`src/rtl/pix_fx_pkg.sv`:
```
// Shared effect encoding, default sizes and the auto-cycle step order
// for the pixel-effect scheduler.
package pix_fx_pkg;

  localparam int unsigned PIX_W_DEF       = 12;
  localparam int unsigned AUTO_FRAMES_DEF = 60;
  localparam int unsigned CNT_W           = 8;

  typedef enum logic [1:0] {
    FX_RAW  = 2'd0,
    FX_GRAY = 2'd1,
    FX_INV  = 2'd2
  } fx_e;

  function automatic fx_e fx_advance(input fx_e m);
    case (m)
      FX_RAW:  return FX_GRAY;
      FX_GRAY: return FX_INV;
      default: return FX_RAW;
    endcase
  endfunction

endpackage

```
`src/rtl/sync_edge.sv`:
```
// Two-flop synchronizer; with EDGE set it also emits a registered
// one-cycle pulse on each synchronized rising edge.
module sync_edge #(
  parameter bit EDGE = 1'b1
) (
  input  logic clk,
  input  logic rst,
  input  logic i_d,
  output logic o_q
);

  logic r_s1;
  logic r_s2;

  always_ff @(posedge clk or posedge rst) begin
    if (rst) begin
      r_s1 <= 1'b0;
      r_s2 <= 1'b0;
    end else begin
      r_s1 <= i_d;
      r_s2 <= r_s1;
    end
  end

  generate
    if (EDGE) begin : g_edge
      logic r_prev;
      logic r_pulse;

      always_ff @(posedge clk or posedge rst) begin
        if (rst) begin
          r_prev  <= 1'b0;
          r_pulse <= 1'b0;
        end else begin
          r_prev  <= r_s2;
          r_pulse <= r_s2 & ~r_prev;
        end
      end

      assign o_q = r_pulse;
    end else begin : g_level
      assign o_q = r_s2;
    end
  endgenerate

endmodule

```
`src/rtl/pix_effect_sched.sv`:
```
// Frame-synchronous effect scheduler: latches user/auto effect changes and
// applies them only at the vsync leading edge, then muxes the pixel stream.
module pix_effect_sched
  import pix_fx_pkg::*;
#(
  parameter int unsigned PIX_W         = PIX_W_DEF,
  parameter int unsigned AUTO_FRAMES   = AUTO_FRAMES_DEF,
  parameter bit          VSYNC_ACT_LOW = 1'b1
) (
  input  logic             clk25,
  input  logic             rst,
  input  logic             gray_req,
  input  logic             inv_req,
  input  logic             auto_en,
  input  logic             vga_vsync,
  input  logic [PIX_W-1:0] raw_pix,
  input  logic [PIX_W-1:0] gray_pix,
  input  logic [PIX_W-1:0] inv_pix,
  output logic [PIX_W-1:0] pix_out,
  output logic [1:0]       mode,
  output logic             mode_pending,
  output logic             frame_tick
);

  localparam logic [CNT_W-1:0] CNT_LAST = CNT_W'(AUTO_FRAMES - 1);

  logic             w_gray_rise;
  logic             w_inv_rise;
  logic             w_auto;
  logic             w_vs_act;
  logic             r_vs_d;
  logic             r_tick;
  fx_e              r_mode;
  fx_e              w_mode_nx;
  fx_e              r_tgt;
  fx_e              w_tgt_nx;
  logic             r_pend;
  logic             w_pend_nx;
  logic [CNT_W-1:0] r_cnt;
  logic [CNT_W-1:0] w_cnt_nx;
  logic [PIX_W-1:0] r_pix;
  logic [PIX_W-1:0] w_pix;

  sync_edge #(.EDGE(1'b1)) u_gray_sync (
    .clk (clk25), .rst (rst), .i_d (gray_req), .o_q (w_gray_rise)
  );
  sync_edge #(.EDGE(1'b1)) u_inv_sync (
    .clk (clk25), .rst (rst), .i_d (inv_req), .o_q (w_inv_rise)
  );
  sync_edge #(.EDGE(1'b0)) u_auto_sync (
    .clk (clk25), .rst (rst), .i_d (auto_en), .o_q (w_auto)
  );

  assign w_vs_act = VSYNC_ACT_LOW ? ~vga_vsync : vga_vsync;

  // Frame boundary pulse on the active-going vsync edge.
  always_ff @(posedge clk25 or posedge rst) begin
    if (rst) begin
      r_vs_d <= 1'b0;
      r_tick <= 1'b0;
    end else begin
      r_vs_d <= w_vs_act;
      r_tick <= w_vs_act & ~r_vs_d;
    end
  end

  always_comb begin
    w_mode_nx = r_mode;
    w_tgt_nx  = r_tgt;
    w_pend_nx = r_pend;
    w_cnt_nx  = r_cnt;
    w_pix     = raw_pix;

    if (!w_auto) w_cnt_nx = '0;

    if (r_tick) begin
      if (r_pend) begin
        w_mode_nx = r_tgt;
        w_pend_nx = 1'b0;
        w_cnt_nx  = '0;
      end else if (w_auto) begin
        if (r_cnt >= CNT_LAST) begin
          w_cnt_nx  = '0;
          w_mode_nx = fx_advance(r_mode);
        end else begin
          w_cnt_nx = r_cnt + CNT_W'(1);
        end
      end
    end

    // A request toggles against the effect active after this boundary.
    if (w_inv_rise) begin
      w_tgt_nx  = (w_mode_nx == FX_INV) ? FX_RAW : FX_INV;
      w_pend_nx = 1'b1;
    end else if (w_gray_rise) begin
      w_tgt_nx  = (w_mode_nx == FX_GRAY) ? FX_RAW : FX_GRAY;
      w_pend_nx = 1'b1;
    end

    case (r_mode)
      FX_GRAY: w_pix = gray_pix;
      FX_INV:  w_pix = inv_pix;
      default: w_pix = raw_pix;
    endcase
  end

  always_ff @(posedge clk25 or posedge rst) begin
    if (rst) begin
      r_mode <= FX_RAW;
      r_tgt  <= FX_RAW;
      r_pend <= 1'b0;
      r_cnt  <= '0;
      r_pix  <= '0;
    end else begin
      r_mode <= w_mode_nx;
      r_tgt  <= w_tgt_nx;
      r_pend <= w_pend_nx;
      r_cnt  <= w_cnt_nx;
      r_pix  <= w_pix;
    end
  end

  assign pix_out      = r_pix;
  assign mode         = r_mode;
  assign mode_pending = r_pend;
  assign frame_tick   = r_tick;

endmodule

```
`config.mk`:
```
export PLATFORM = sky130hd
export DESIGN_NAME = pix_effect_sched
export DESIGN_NICKNAME = d
export VERILOG_FILES = /design/src/rtl/pix_fx_pkg.sv /design/src/rtl/sync_edge.sv /design/src/rtl/pix_effect_sched.sv
export SDC_FILE = /design/constraint.sdc
export NUM_CORES = 1
export LEC_CHECK = 0
export BUFFER_PORTS_ARGS = -buffer_cell sky130_fd_sc_hd__buf_2
export CAP_MARGIN = 0
export CORE_MARGIN = 2
export CORE_UTILIZATION = 46
export CTS_BUF_LIST = sky130_fd_sc_hd__clkbuf_2
export CTS_CLUSTER_SIZE = 10
export DETAILED_ROUTE_END_ITERATION = 10
export PLACE_DENSITY = 0.71
export SKIP_LAST_GASP = 1
export SLEW_MARGIN = 30
export SYNTH_ARGS = -nofsm -noshare
export SYNTH_HDL_FRONTEND = slang
export SYNTH_SLANG_ARGS = --single-unit
```
`constraint.sdc`:
```
create_clock -name clk25 -period 1.8 [get_ports clk25]
set_input_delay 0.27 -clock clk25 [delete_from_list [all_inputs] [get_ports clk25]]
set_output_delay 0.27 -clock clk25 [all_outputs]
set_load 0.02 [all_outputs]
```
Yosys cells after proc, flatten, opt, wreduce, memory -nomap -nowiden
Cells that the tools add are included.

Flip-flop bits (word level): 37. Output and inout bits: 16. Word-level logic and storage cells: 51.

Add/subtract/negate cells: 1. Magnitude comparators: 1. Equal/unequal tests: 4. Muxes and demuxes: 18. Bitwise gates (word level): 7. Reduce and logical (&&, ||, !) cells: 3.

Operators by type and width (count): $mux 8 (5); $pmux 12 s2 (1); $mux 2 (7); $add 8x1->8 const B (1); $ge 8x6->1 const B (1); $eq 2x1->1 const B (2); $eq 2x2->1 const B (2); $mux 1 (4); $not 1->1 (4); $pmux 2 s2 (1); $and 1x1->1 (3); $reduce_bool 3->1 (1); $logic_not 2->1 (1); $reduce_bool 2->1 (1).

Depth between registers and ports, before layout
Depth after elaboration: 10. Depth in mapped cells: 6. Mapped depth without buffers: 6.

Hierarchy
A second synthesis with hierarchy kept.

Cells, all modules: 143. Area, all modules: 1635.3 um2.

By module, submodules not included: pix_effect_sched (times used 1, cells each 128, area an instance 1346.3 um2, seq. area each 675.6 um2); sync_edge at u_gray_sync ... (times used 2, cells each 6, area an instance 117.6 um2, seq. area each 100.1 um2); sync_edge at u_auto_sync (times used 1, cells each 3, area an instance 53.8 um2, seq. area each 50.0 um2).

Worst setup path after synthesis
OpenSTA, ideal clock, no wires.

Kind: register -> register. From: register r_mode[1] (netlist: mode[1]). To: register r_tgt[0]. Data arrival time: 1.355 ns. Required time: 1.675 ns. Setup slack: 0.320 ns. Cell stages (with the launch flop): 6. Clock period less this slack: 1.480 ns. Cells stage by stage: dfrtp_1 inv_1 ha_1 or3_1 o2111ai_1 a21oi_1.

Longest elaborated chain between the ends: 10. Elaborated cells on any way between the ends: 11.

Ends and longest elaborated chain: start, declared (line pix_effect_sched.sv:33) `fx_e r_mode;`; start signal, assigned (line pix_effect_sched.sv:115) `r_mode <= w_mode_nx;`; $eq 2x1->1 or $logic_not 2->1 (tied branches) (line pix_fx_pkg.sv:16) `case (m)`; $pmux 2 s2 (line pix_fx_pkg.sv:16); $mux 2 (line pix_effect_sched.sv:82) `if (r_cnt >= CNT_LAST) begin`; $mux 2 (line pix_effect_sched.sv:81) `end else if (w_auto) begin`; $mux 2 (line pix_effect_sched.sv:77) `if (r_pend) begin`; $mux 2 * (line pix_effect_sched.sv:76) `if (r_tick) begin`; $eq 2x1->1 * (line pix_effect_sched.sv:96) `w_tgt_nx = (w_mode_nx == FX_GRAY) ? FX_RAW : FX_GRAY;`; $mux 1 * (line pix_effect_sched.sv:96); $mux 2 * (line pix_effect_sched.sv:95) `end else if (w_gray_rise) begin`; $mux 2 * (line pix_effect_sched.sv:92) `if (w_inv_rise) begin`; end signal, assigned (line pix_effect_sched.sv:116) `r_tgt <= w_tgt_nx;`; end, declared (line pix_effect_sched.sv:35) `fx_e r_tgt;`.

Mark *: on every way between the ends. The rest lies on a longest branch, timed or not. The select of a mux whose other input is x is not followed. A chain may end at the register's enable or synchronous reset.

Worst setup path after layout
From: register r_cnt[0]. To: register r_cnt[1].

Longest elaborated chain between the ends: 5. Elaborated cells on any way between the ends: 6.

Ends and longest elaborated chain: start, declared (line pix_effect_sched.sv:39) `logic [CNT_W-1:0] r_cnt;`; start signal, assigned (line pix_effect_sched.sv:118) `r_cnt <= w_cnt_nx;`; $add 8x1->8 or $ge 8x6->1 (tied branches) (line pix_effect_sched.sv:86, pix_effect_sched.sv:82); $mux 8 * (line pix_effect_sched.sv:82); $mux 8 * (line pix_effect_sched.sv:81); $mux 8 * (line pix_effect_sched.sv:77); $mux 8 * (line pix_effect_sched.sv:76); named net w_cnt_nx[1] (line pix_effect_sched.sv:40) `logic [CNT_W-1:0] w_cnt_nx;`.

Mark *: on every way through the listed nets, which the timed path passes. The rest lies on a longest branch.

==> results_dict.tcl <==
set metrics [dict create \
    run_status "complete, no violations" \
    worst_pin_slew_ns 0.4620 \
    whs_ns 0.1097 \
    setup-tns-final_ns 0 \
    synth.avg_cell_area_um2 10.74 \
    wire_per_inst_um 13.68 \
    crit_start "r_cnt[0]" \
    n_fill_cell 318 \
    cts_tree "done" \
    rrSetupSlack_ns 0.19 \
    detail-route-antenna-nets 0 \
    powerDensity_mw_per_mm2 1103 \
    syn2layout_area_growth_pct 26.16 \
    startpoint_type "flip-flop" \
    yosysTopAreaCell "dfrtp_1" \
    grtUsageMet3 0.04286 \
    route.vias.total 1413 \
    max_freq_mhz 619.6 \
    required_ns 2.11 \
    worstPathCellList "ha_1, o2111ai_1, and2_1, nand3_1, a21boi_0" \
    clockRootBuffer "clkbuf_2" \
    async_flop_share 1.000 \
    ir_worst_vdd_mv 0.5478 \
    synth-edff-count 0 \
    hold_path_class "in2reg" \
    cpMaxStageDelayCell "dfrtp_1" \
    top_usage_layer "met2" \
    dp_hpwl_um 2601 \
    worst-r2r-cell-count 5 \
    cts.sinks 37 \
    synth-simple-area-share 0.1420 \
    cts_setup_buffers 0 \
    hold_start "raw_pix[4]" \
    critical_path_class "reg2reg" \
    dr.pass1.iters 4 \
    max_slew_margin 0.6920 \
    layout-drive-gt1-share 0.3226 \
    die-area_mm2 0.004016 \
    ctsHtreeMaxLevel 2 \
    grt_pass1_vias 1335 \
    min_period_over_period 0.8966 \
    fin_skew_ns 0.02028 \
    io_pins 58 \
    synth_xor_xnor_area_share 0 \
    r2r-end "r_cnt[1]" \
    crit_end "r_cnt[1]" \
    numCtsBuffers 5 \
    synth-compound-area-share 0.2068 \
    synth-adder-area-share 0.03086 \
    die_w_um 63.37 \
    grt_start_max_net_pins 38 \
    die_h_um 63.37 \
    nets 262 \
    syn_inst 151 \
    clk-insertion-delay-late_ns 0.38 \
    path_clk_slew_ns 0.18 \
    place_congestion 0.7452 \
    syn_area_mm2 0.001622 \
    ys_types 33 \
    start_util 0.4821 \
    io_buffers 57 \
    globalRouteMet2Util 0.3171 \
    slew_violations 0 \
    synth_top_area_frac 0.5710 \
    ys_ff_latch 37 \
    synth_area_leaders "dfrtp_1 57%, a22oi_1 5.6%, a21oi_1 4.3%, nor2_1 3.7%, o21ai_0 3.4%" \
    hold_viol 0 \
    drt_iter0_drc 71 \
    synth_nets 197 \
    synth_top_family_by_area "compound AO/OA/AOI/OAI gates" \
    grt_first_pass_wirelength_um 5961 \
    worstPathMaxFanout 5 \
    synth_mux_area_frac 0.01312 \
    synth_common_cells "37 x dfrtp_1, 16 x nor2_1, 14 x a21oi_1, 12 x a22oi_1, 11 x o21ai_0" \
    synth_flop_cell "dfrtp_1" \
    power_leakage_nw 1.008 \
    synth_most_common_cell "dfrtp_1" \
    rsz0062_at_grt "false" \
    utilization 0.6083 \
    grt_use_met1 0.2311 \
    core_area_mm2 0.003363 \
    yosysSeqAreaShare 0.5710 \
    setup_viol 0 \
    fin_crit_ns 1.614 \
    maxCapViolCount 0 \
    track_usage 0.1910 \
    yosys_warnings 0 \
    critPathMaxStageDelay_ns 0.45 \
    drc 0 \
    cp-end-kind "flip-flop" \
    row_count 21 \
    postRouteWirelength_um 3597 \
    critPathArrivalTime_ns 1.92 \
    antenna_cells 0 \
    avgViaCountPerCell 5.373 \
    overflow 0 \
    clockBufferDepth 2 \
    r2r-start "r_cnt[0]" \
    antenna_found_initial 0 \
]
==> registers in the layout, summed over array words and instances, names as in the netlist, 2 cells and up <==
register	cells
mode	2
pix_out	12
r_cnt	8
r_tgt	2
==> per-stage QoR <==
step | std cells | total power, mW | setup WS [ns] | area (um^2)
2_1_floorplan | 151 | 1.635 | 0.3204 | 1622
3_3_place_gp | 250 | 1.895 | 0.3274 | 1958
3_5_place_dp | 250 | 1.933 | 0.2296 | 1958
4_1_cts | 262 | 2.282 | 0.1866 | 2036
5_1_grt | 263 | 2.413 | 0.03594 | 2046
6_report | 263 | 2.257 | 0.1861 | 2046
==> cell families (layout without fill, tap and decap cells) <==
group,after synthesis,count (layout)
AND/OR/NAND/NOR,43,43
adder cells (fa/ha/maj),4,4
multiplexers,2,2
AO/OA/AOI/OAI,50,50
flip-flops,37,37
buffers and inverters,15,81
==> per-layer routing <==
layer  part of all wire  routed length, um
met1               0.43               1550
met2               0.50               1806
met3              0.052                186
met4              0.015                 54
met5                  0                  0
==> how the worst min path moves through the flow <==
stage / endpoint / slack [ns] / cells after the start
after floorplan: u_auto_sync.r_s1 / 0.30 / 0
after global placement: u_auto_sync.o_q / 0.34 / 0
after detailed placement: u_auto_sync.o_q / 0.34 / 0
after CTS: r_vs_d / 0.0005 / 2
after global routing: pix_out[4] / 0.08 / 3
final: pix_out[4] / 0.11 / 3
==> cell type report <==
| cell class | instances | area [um^2] | area share |
|---|---|---|---|
| Clock buffer | 5 | 25.02 | 0.01223 |
| Clock inverter | 3 | 12.51 | 0.006116 |
| Inverter | 8 | 30.03 | 0.01468 |
| Multi-Input combinational cell | 99 | 636.9 | 0.3113 |
| Sequential cell | 37 | 925.9 | 0.4526 |
| Tap cell | 46 | 57.56 | 0.02813 |
| Timing Repair Buffer | 65 | 357.8 | 0.1749 |
==> layout by cell type (no fill, tap or decap), types with 2 or more instances in the layout <==
master | Yosys | final
ha_1 | 4 | 4
buf_4 | 0 | 3
a31oi_1 | 2 | 2
a2bb2oi_1 | 2 | 2
o2111ai_1 | 2 | 2
clkinv_1 | 0 | 2
a21boi_0 | 2 | 2
buf_2 | 2 | 57
nand3_1 | 5 | 5
a21oi_1 | 14 | 14
a22oi_1 | 12 | 12
inv_1 | 8 | 8
dfrtp_1 | 37 | 37
nand2_1 | 5 | 5
clkbuf_2 | 0 | 5
and3b_1 | 4 | 4
o21ai_0 | 11 | 11
dlygate4sd3_1 | 0 | 5
nor2_1 | 16 | 16
nor2b_1 | 4 | 4
==> worst max-delay path, delay by kind of cell (launching register included) <==
family                   cells  cell delay [ns]
flip-flops                   1             0.45
AND/OR/NAND/NOR              2             0.34
AO/OA/AOI/OAI                2             0.49
adder cells (fa/ha/maj)      1             0.27
==> power by group <==
part | leakage, nW | total, mW | switching, mW | internal [mW]
Clock | 0.0278 | 0.341 | 0.256 | 0.0850
Combinational | 0.523 | 0.839 | 0.533 | 0.307
Sequential | 0.457 | 1.08 | 0.0759 | 1.00
==> repair_timing <==
action / in CTS / in global routing
resized for setup: 0 / 0
hold endpoints to repair: 40 / 2
hold buffers: 4 / 1
(Power assumes the default switching activity.)
